<file path="config.mk">
export PLATFORM = sky130hd
export DESIGN_NAME = load_store_unit
export DESIGN_NICKNAME = d
export VERILOG_FILES = /design/src/rtl/load_store_unit_pkg.sv /design/src/rtl/load_store_unit_load_extend.sv /design/src/rtl/load_store_unit.sv
export SDC_FILE = /design/constraint.sdc
export NUM_CORES = 1
export LEC_CHECK = 0
export ABC_AREA = 1
export ABC_CLOCK_PERIOD_IN_PS = 4100
export CORE_MARGIN = 3
export CORE_UTILIZATION = 48
export DETAILED_ROUTE_END_ITERATION = 10
export GPL_TIMING_DRIVEN = 0
export PLACE_DENSITY_LB_ADDON = 0.08
export SYNTH_ARGS = -nofsm -noshare
export SYNTH_HDL_FRONTEND = slang
export SYNTH_SLANG_ARGS = --single-unit
</file>
<file path="constraint.sdc">
create_clock -name clk -period 4.1 [get_ports clk]
set_input_delay 0.41 -clock clk [delete_from_list [all_inputs] [get_ports clk]]
set_output_delay 0.41 -clock clk [all_outputs]
set_load 0.02 [all_outputs]
</file>
<file path="src/rtl/load_store_unit_pkg.sv">
// rtl/load_store_unit_pkg.sv - shared encodings, state enum and alignment helpers for the LSU
package load_store_unit_pkg;

  localparam logic [2:0] LSU_LB  = 3'b000;
  localparam logic [2:0] LSU_LH  = 3'b001;
  localparam logic [2:0] LSU_LW  = 3'b010;
  localparam logic [2:0] LSU_LBU = 3'b100;
  localparam logic [2:0] LSU_LHU = 3'b101;

  localparam logic [1:0] LSU_SB = 2'b00;
  localparam logic [1:0] LSU_SH = 2'b01;
  localparam logic [1:0] LSU_SW = 2'b10;

  typedef enum logic [1:0] {ST_IDLE, ST_REQ, ST_WAIT, ST_DONE} lsu_state_t;
  typedef enum logic [1:0] {SZ_BYTE, SZ_HALF, SZ_WORD, SZ_BAD} lsu_size_t;

  function automatic lsu_size_t access_size(input logic is_store, input logic [2:0] lctrl,
                                            input logic [1:0] sctrl);
    if (is_store) begin
      case (sctrl)
        LSU_SB:  return SZ_BYTE;
        LSU_SH:  return SZ_HALF;
        LSU_SW:  return SZ_WORD;
        default: return SZ_BAD;
      endcase
    end
    case (lctrl)
      LSU_LB, LSU_LBU: return SZ_BYTE;
      LSU_LH, LSU_LHU: return SZ_HALF;
      LSU_LW:          return SZ_WORD;
      default:         return SZ_BAD;
    endcase
  endfunction

  // Reserved encodings come back as SZ_BAD and are therefore treated as misaligned.
  function automatic logic is_aligned(input lsu_size_t sz, input logic [1:0] a);
    case (sz)
      SZ_BYTE: return 1'b1;
      SZ_HALF: return ~a[0];
      SZ_WORD: return (a == 2'b00);
      default: return 1'b0;
    endcase
  endfunction

  function automatic logic [3:0] byte_enable(input lsu_size_t sz, input logic [1:0] a);
    case (sz)
      SZ_BYTE: return 4'b0001 << a;
      SZ_HALF: return 4'b0011 << a;
      default: return 4'b1111;
    endcase
  endfunction

endpackage

</file>
<file path="src/rtl/load_store_unit_load_extend.sv">
// rtl/load_store_unit_load_extend.sv - lane select and sign/zero extension of a read word
module load_extend
  import load_store_unit_pkg::*;
(
  input  logic [31:0] rdata,
  input  logic [1:0]  lane,
  input  logic [2:0]  lctrl,
  output logic [31:0] data
);

  logic [7:0]  b;
  logic [15:0] h;

  always_comb begin
    case (lane)
      2'd0:    b = rdata[7:0];
      2'd1:    b = rdata[15:8];
      2'd2:    b = rdata[23:16];
      default: b = rdata[31:24];
    endcase
    h = lane[1] ? rdata[31:16] : rdata[15:0];
    case (lctrl)
      LSU_LB:  data = {{24{b[7]}}, b};
      LSU_LH:  data = {{16{h[15]}}, h};
      LSU_LBU: data = {24'd0, b};
      LSU_LHU: data = {16'd0, h};
      default: data = rdata;
    endcase
  end

endmodule

</file>
<file path="src/rtl/load_store_unit.sv">
// rtl/load_store_unit.sv - single-outstanding load/store unit on a req/gnt/rvalid data port
module load_store_unit
  import load_store_unit_pkg::*;
#(
  parameter int ADDR_WIDTH = 32,
  parameter int TIMEOUT    = 255
) (
  input  logic                  clk,
  input  logic                  rst_n,
  input  logic                  memRead,
  input  logic                  memWrite,
  input  logic [2:0]            loadCtrl,
  input  logic [1:0]            storeCtrl,
  input  logic [ADDR_WIDTH-1:0] address,
  input  logic [31:0]           writeData,
  output logic [31:0]           readData,
  output logic                  done,
  output logic                  lsuStall,
  output logic                  misaligned,
  output logic                  busError,
  output logic                  dReq,
  output logic                  dWe,
  output logic [ADDR_WIDTH-1:0] dAddr,
  output logic [3:0]            dBe,
  output logic [31:0]           dWdata,
  input  logic                  dGnt,
  input  logic                  dRvalid,
  input  logic [31:0]           dRdata
);

  localparam logic [7:0] TLIMIT = 8'(TIMEOUT);

  lsu_state_t  state;
  logic [7:0]  tcount;
  logic [2:0]  ld_ctrl;
  logic [1:0]  lane;
  lsu_size_t   size;
  logic        is_op;
  logic        aligned;
  logic        timeout_hit;
  logic [31:0] store_word;
  logic [31:0] ext_data;

  assign is_op       = memRead | memWrite;
  assign size        = access_size(memWrite, loadCtrl, storeCtrl);
  assign aligned     = is_aligned(size, address[1:0]);
  assign lsuStall    = is_op & aligned & (state != ST_DONE);
  assign timeout_hit = (tcount + 8'd1) == TLIMIT;

  always_comb begin
    case (size)
      SZ_BYTE: store_word = {4{writeData[7:0]}};
      SZ_HALF: store_word = {2{writeData[15:0]}};
      default: store_word = writeData;
    endcase
  end

  load_extend u_extend (
    .rdata (dRdata),
    .lane  (lane),
    .lctrl (ld_ctrl),
    .data  (ext_data)
  );

  always_ff @(posedge clk) begin
    if (!rst_n) begin
      state      <= ST_IDLE;
      tcount     <= '0;
      ld_ctrl    <= '0;
      lane       <= '0;
      readData   <= '0;
      done       <= 1'b0;
      misaligned <= 1'b0;
      busError   <= 1'b0;
      dReq       <= 1'b0;
      dWe        <= 1'b0;
      dAddr      <= '0;
      dBe        <= '0;
      dWdata     <= '0;
    end else begin
      done       <= 1'b0;
      misaligned <= 1'b0;
      busError   <= 1'b0;
      case (state)
        ST_IDLE: begin
          if (is_op && aligned) begin
            state   <= ST_REQ;
            dReq    <= 1'b1;
            dWe     <= memWrite;
            dAddr   <= {address[ADDR_WIDTH-1:2], 2'b00};
            dBe     <= byte_enable(size, address[1:0]);
            dWdata  <= memWrite ? store_word : 32'd0;
            ld_ctrl <= loadCtrl;
            lane    <= address[1:0];
            tcount  <= '0;
          end else if (is_op) begin
            misaligned <= 1'b1;
          end
        end
        ST_REQ: begin
          tcount <= tcount + 8'd1;
          if (dGnt) begin
            dReq <= 1'b0;
            if (dWe) begin
              state <= ST_DONE;
              done  <= 1'b1;
            end else if (dRvalid) begin
              readData <= ext_data;
              state    <= ST_DONE;
              done     <= 1'b1;
            end else begin
              state <= ST_WAIT;
            end
          end else if (timeout_hit) begin
            dReq     <= 1'b0;
            state    <= ST_DONE;
            done     <= 1'b1;
            busError <= 1'b1;
            if (!dWe) readData <= '0;
          end
        end
        ST_WAIT: begin
          tcount <= tcount + 8'd1;
          if (dRvalid) begin
            readData <= ext_data;
            state    <= ST_DONE;
            done     <= 1'b1;
          end else if (timeout_hit) begin
            state    <= ST_DONE;
            done     <= 1'b1;
            busError <= 1'b1;
            readData <= '0;
          end
        end
        ST_DONE: state <= ST_IDLE;
        default: state <= ST_IDLE;
      endcase
    end
  end

endmodule

</file>
==> results of run 1 <==
==> flip-flops by register name, summed over array words and instances (netlist names) <==
signal and flops:
lane 2, dWe 1, dWdata 32, tcount 8
dReq 1, busError 1, ld_ctrl 3, state 2
done 1, dBe 4, readData 32, misaligned 1
dAddr 30
==> through the flow <==
| step | util [%] | worst slack [ns] | power [mW] | cells | hold slack (ns) |
|---|---|---|---|---|---|
| 5_1_grt | 74.8 | 1.11 | 4.29 | 1188 | 0.479 |
| 4_1_cts | 74.8 | 1.20 | 4.11 | 1188 | 0.463 |
| 3_5_place_dp | 69.4 | 1.24 | 2.54 | 1156 | 0.455 |
| 6_report | 74.8 | 1.18 | 4.10 | 1188 | 0.461 |
| 3_3_place_gp | 69.4 | 1.27 | 2.53 | 1156 | 0.449 |
| 2_1_floorplan | - | 2.32 | 2.05 | 804 | 0.444 |
==> cell families (layout without fill, tap and decap cells) <==
group	Yosys count	in the layout	share of synthesized area, %
xor gates and xnor gates	1	1	0.152
AOI/OAI and AO/OA	208	208	21.2
and+or+nand+nor	367	367	27.2
buffers and inverters	100	341	8.51
other	1	2	0.0652
DFF	118	118	41.1
adders and majority gates	8	8	1.74
==> power by group through the flow <==
| stage | registers (mW) | clock network (mW) | logic (mW) |
|---|---|---|---|
| after CTS | 1.34 | 1.58 | 1.19 |
| after detailed placement | 1.36 | 0 | 1.18 |
| final | 1.34 | 1.56 | 1.20 |
| after global placement | 1.36 | 0 | 1.17 |
| after global routing | 1.35 | 1.62 | 1.31 |
| after floorplan | 1.49 | 0 | 0.557 |
==> Yosys cell counts, drive strengths merged (2+ instances only) <==
master | instances | share of area, %
a211oi | 3 | 0.39
a21oi | 116 | 10
buf | 36 | 4.3
clkbuf | 22 | 1.4
clkinv | 3 | 0.20
dfxtp | 118 | 41
ha | 8 | 1.7
inv | 39 | 2.5
nand2 | 222 | 15
nand3 | 76 | 6.8
nand4 | 2 | 0.33
nor2 | 49 | 3.6
nor3 | 3 | 0.26
o211ai | 58 | 7.6
o21ai | 17 | 1.5
o21bai | 2 | 0.33
o22ai | 10 | 1.1
or2 | 14 | 1.5
==> layer usage <==
layer	track usage [%]	up-vias
met5	0	-
met4	10.9	0
met3	9.40	31
met2	46.4	254
met1	35.2	2969
li1	-	3173
==> worst paths after layout <==
kind | startpoint | to | slack, ns
worst max-delay path | memWrite | lsuStall | 1.18
worst min-delay path | dAddr[16] | dAddr[16] | 0.46
worst max register to register | tcount[1] | readData[13] | 1.89
worst min register to register | dAddr[16] | dAddr[16] | 0.46
==> final cells by class <==
type | count | area share [%]
Clock buffer | 19 | 5.12
Clock inverter | 13 | 2.08
Buffer | 58 | 3.83
Timing Repair Buffer | 209 | 24.2
Sequential cell | 118 | 27.3
Tap cell | 143 | 2.07
Inverter | 42 | 1.82
Multi-Input combinational cell | 586 | 33.6
==> critical path, delay by kind of cell <==
kind                   cells  cell delay [ns]
AOI/OAI and AO/OA          1             0.14
buffers and inverters      3             1.29
and+or+nand+nor            4             0.65
==> flow_summary.yaml, run 1 <==
critical_path:
  timing_worst_setup_path_type: "input pin to primary output"
  worstSetupStartpointType: "input pin"
  critical_path_required_ns: 3.69
  critical_path_arrival_ns: 2.51
  critical-path-top-cell-by-count: "clkdlybuf4s50_1"
  worst-r2r-cell-count: 13
  critical_path.slowest_cell: "clkdlybuf4s50_1"
  worst_setup_path_end_kind: "primary output"
  max_stage_delay_ns: 0.64
  crit_path_cell_trace: "clkdlybuf4s50_1 -> inv_2 -> or2_1 -> nand2_1 -> o21bai_2 -> nand3_1 -> nor2_1 -> clkdlybuf4s50_1"
  path_max_fanout: 4
yosys:
  syn_inst: 803
  synthesis.area_um2: 5750
  yosys.cell_types.count: 35
  synth.yosys.seq_area_share_pct: 41.1
  synth_edf_count: 0
  async_flop_share_pct: 0
  synth.ff_latch_count: 118
  post_synth.cell_area_avg_um2: 7.16
  synth-warning-count: 0
  synth_flop_cell: "dfxtp_1"
clock_tree:
  htreeDepth: 4
  postCtsResizedCells: 0
  cts-hold-fix-buffers: 0
  tritoncts: "done"
  numCtsBuffers: 17
  clk_pin_slew_worst_paths_ns: 0.05
  clock_path_buffers: 2
  total_number_of_clock_tree_sinks: 118
  post_cts_buffers: 0
  cts_root_buf: "clkbuf_16"
  worstSkewPairLatency_ns: 0.42
layout:
  most-common-layout-cells: "nand2_1 (221), clkdlybuf4s50_1 (209), dfxtp_1 (118), a21oi_1 (116), nand3_1 (74)"
  flow.area_growth_from_synthesis_pct: 50.4
  area.sequential_um2: 2360
  stdcell_area_um2: 8650
  layout_commonest_cell: "nand2_1"
  insertedDiodeCount: 0
  layout.nets: 1147
  filler_cell_count: 929
  share_of_post_route_cells_with_drive_strength_above_1_pct: 8.23
  multi_input_comb_area_um2: 2900
floorplanning:
  die-area_um2: 13300
  chipWidth_um: 115
  core_region_area_um2: 11600
  num_io_pins: 213
  initial_utilization_pct: 49.7
  core.rowCount: 39
  die_h_um: 115
power:
  p_sw_mw: 1.28
  vdd_drop_max_v: 0.000396
  power_frac_comb_pct: 29.2
  seqPwrFrac_pct: 32.7
  swShare_pct: 31.2
  internal_power_mw: 2.82
  cellLeakagePower_nw: 3.33
  power.share.clock_pct: 38.1
  cellPowerDensity_nw_per_um2: 474
place:
  gpl.final_weighted_congestion: 0.922
  dp_hpwl_mm: 14.0
  place.port_buffers: 209
  placed_area_um2: 8020
grt:
  grt_max_degree: 17
  antenna_found_initial: 0
  grt_usage_pct: 28.5
  first_global_vias: 6059
  grt_first_pass_wirelength_mm: 30.0
  grt.overflow.total: 0
detailed_routing:
  wl_per_cell_um: 16.0
  routed-wl-met2_mm: 8.93
  drtIter0Drc: 496
  totalWireLength_mm: 19.0
  via_count: 6427
  drc_errors: 0
  firstDrtPassIters: 5
  drtAntennaViolNets: 0
  met1Wirelength_mm: 8.05
  met3_wirelength_mm: 1.67
  route.detailed.vias_per_inst: 5.41
  topRoutingLayerUsed: "met4"
timing:
  worstMarginPinSlew_ns: 0.594
  fmax_ghz: 0.342
  setup-violations-final: 0
  final_max_slew_viol_count: 0
  fin_crit_ns: 2.92
  post_route_setup_tns_ns: 0
  timing.slew.headroom_pct: 60.4
  final-hold-violation-count: 0
  post-route-period-util_pct: 71.2
  rsz0062_at_grt: "false"
  clock_skew_ns: 0.00806
hold_path:
  worstHoldPathCells: 2
  hold_path.class: "flip-flop to flip-flop"
job:
  drv_cap: 0
run_status:
  status: "finished clean"
Power figures use the tool's default switching activity.
==> run 2: changes to the inputs <==
- ABC_CLOCK_PERIOD_IN_PS: 4100 -> 3000
- CORE_UTILIZATION: 48 -> 45
- clock period: 4.1 -> 3 ns (I/O delays scaled with it)
==> run 2 against run 1 <==
Flip-flop and latch count did not move. Worst setup slack worse by 0.86 ns. Clock power rose by 33%. Wire length up 1.6%. Highest routed layer unchanged. Final cell count up 2.1%. Largest cell class unchanged. Largest power group unchanged. Final area grew 0.16%. Core utilization down 4.1 points. Critical path type unchanged. Die area increased by 6.3%.
==> flow_summary.yaml, run 2 (synthesis gave the netlist of run 1 again) <==
place:
  dp_worst_setup_slack_ns: 0.314
  placed_area_um2: 8060
  place.port_buffers: 209
  dp_hpwl_mm: 14.4
  gpl.final_weighted_congestion: 0.919
clock_tree:
  clk_pin_slew_worst_paths_ns: 0.06
  cts_root_buf: "clkbuf_16"
  postCtsResizedCells: 0
  htreeDepth: 4
  clock_path_buffers: 2
  total_number_of_clock_tree_sinks: 118
  cts-hold-fix-buffers: 0
  worstSkewPairLatency_ns: 0.43
  post_cts_buffers: 0
  numCtsBuffers: 17
  tritoncts: "done"
layout:
  layout.nets: 1147
  filler_cell_count: 1016
  share_of_post_route_cells_with_drive_strength_above_1_pct: 8.23
  stdcell_area_um2: 8660
  flow.area_growth_from_synthesis_pct: 50.6
  layout_commonest_cell: "nand2_1"
  layout_top_registers: "dWdata (32), readData (32), dAddr (30)"
  insertedDiodeCount: 0
  area.sequential_um2: 2360
  most-common-layout-cells: "nand2_1 (221), clkdlybuf4s50_1 (209), dfxtp_1 (118), a21oi_1 (116), nand3_1 (74)"
  multi_input_comb_area_um2: 2900
critical_path:
  critical_path_required_ns: 2.70
  timing_worst_setup_path_type: "input pin to primary output"
  startpoint: "memWrite"
  critical_path_arrival_ns: 2.39
  worst_flop_to_flop_path_startpoint: "tcount[1]"
  path_max_fanout: 4
  worst_setup_path_end_kind: "primary output"
  worstSetupStartpointType: "input pin"
floorplanning:
  core.rowCount: 40
  core_region_area_um2: 12300
  chipWidth_um: 119
  die-area_um2: 14200
  num_io_pins: 213
  initial_utilization_pct: 46.9
  die_h_um: 119
hold_path:
  hold_path.class: "input pin to flip-flop"
  min_from: "address[6]"
timing:
  setup-violations-final: 0
  rsz0062_at_grt: "false"
  timing.slew.headroom_pct: 57.4
  post-route-period-util_pct: 89.5
  final-hold-violation-count: 0
  final_max_slew_viol_count: 0
  clock_skew_ns: 0.0123
  post_route_setup_tns_ns: 0
  fin_crit_ns: 2.69
  worstMarginPinSlew_ns: 0.638
  finalWorstSetupSlack_ns: 0.315
  fmax_ghz: 0.372
  finalHoldWorstSlack_ns: 0.424
grt:
  grt_first_pass_wirelength_mm: 31.0
  grt_usage_pct: 27.4
  grt.overflow.total: 0
  grt_max_degree: 17
  first_global_vias: 6148
  antenna_found_initial: 0
detailed_routing:
  totalWireLength_mm: 19.3
  drtAntennaViolNets: 0
  firstDrtPassIters: 8
  wl_per_cell_um: 15.9
  via_count: 6346
  drc_errors: 0
  drtIter0Drc: 520
  route.detailed.vias_per_inst: 5.23
job:
  drv_cap: 0
power:
  cellLeakagePower_nw: 3.31
  vdd_drop_max_v: 0.000440
  cellPowerDensity_nw_per_um2: 640
  totalPowerFinal_mw: 5.54
run_status:
  status: "finished clean"
==> run 2: changes by cell type in the layout (fill, tap and decap cells not counted), sizes merged <==
cell and delta:
inv +2, bufinv -1, clkbuf -1, clkinvlp +2
clkinv -2
==> run 2: final timing paths <==
kind                                    end  slack [ns]  cells after the start
worst max-delay path               lsuStall        0.31                      8
worst min register to register    dWdata[7]        0.46                      2
worst min-delay path               dAddr[6]        0.42                      3
worst max register to register  readData[4]        0.72                     13
==> run 2: layout make-up <==
cell class	instances	share of cell area, %
buffer	58	3.83
clock inverter	14	2.04
sequential	118	27.3
timing repair buffer	209	24.2
inverter	42	1.82
multi-input combinational	586	33.5
tap	168	2.43
clock buffer	18	4.96
==> run 2: worst max-delay path: stages <==
cell             delay, ns
clkdlybuf4s50_1       0.55
inv_2                 0.10
or2_1                 0.21
nand2_1               0.09
o21bai_2              0.14
nand3_1               0.21
nor2_1                0.15
clkdlybuf4s50_1       0.64
==> run 2: routing by layer <==
layer  wire length (um)  part of all wire (%)  GRT usage [%]
met1               8120                    42           33.8
met2               8920                    46           44.0
met3               1980                    10           10.5
met4                286                   1.5           8.69
met5                  0                     0              0
==> run 2: power breakdown <==
| group | switching, mW | total [mW] | internal (mW) |
|---|---|---|---|
| Sequential | 0.0912 | 1.83 | 1.74 |
| Clock | 0.768 | 2.08 | 1.31 |
| Combinational | 0.926 | 1.64 | 0.712 |
==> run 2: through the flow <==
| stage | std cells | util (%) |
|---|---|---|
| CTS | 1213 | 70.6 |
| floorplan | 804 | - |
| detailed placement | 1181 | 65.7 |
| global placement | 1181 | 65.7 |
| global route | 1213 | 70.6 |
| finish | 1213 | 70.6 |
==> run 3: changes to the inputs <==
- SKIP_CTS_REPAIR_TIMING: default -> 1
==> results of run 3 <==
No change in the layout: final DEF, timing and power equal those of run 2.
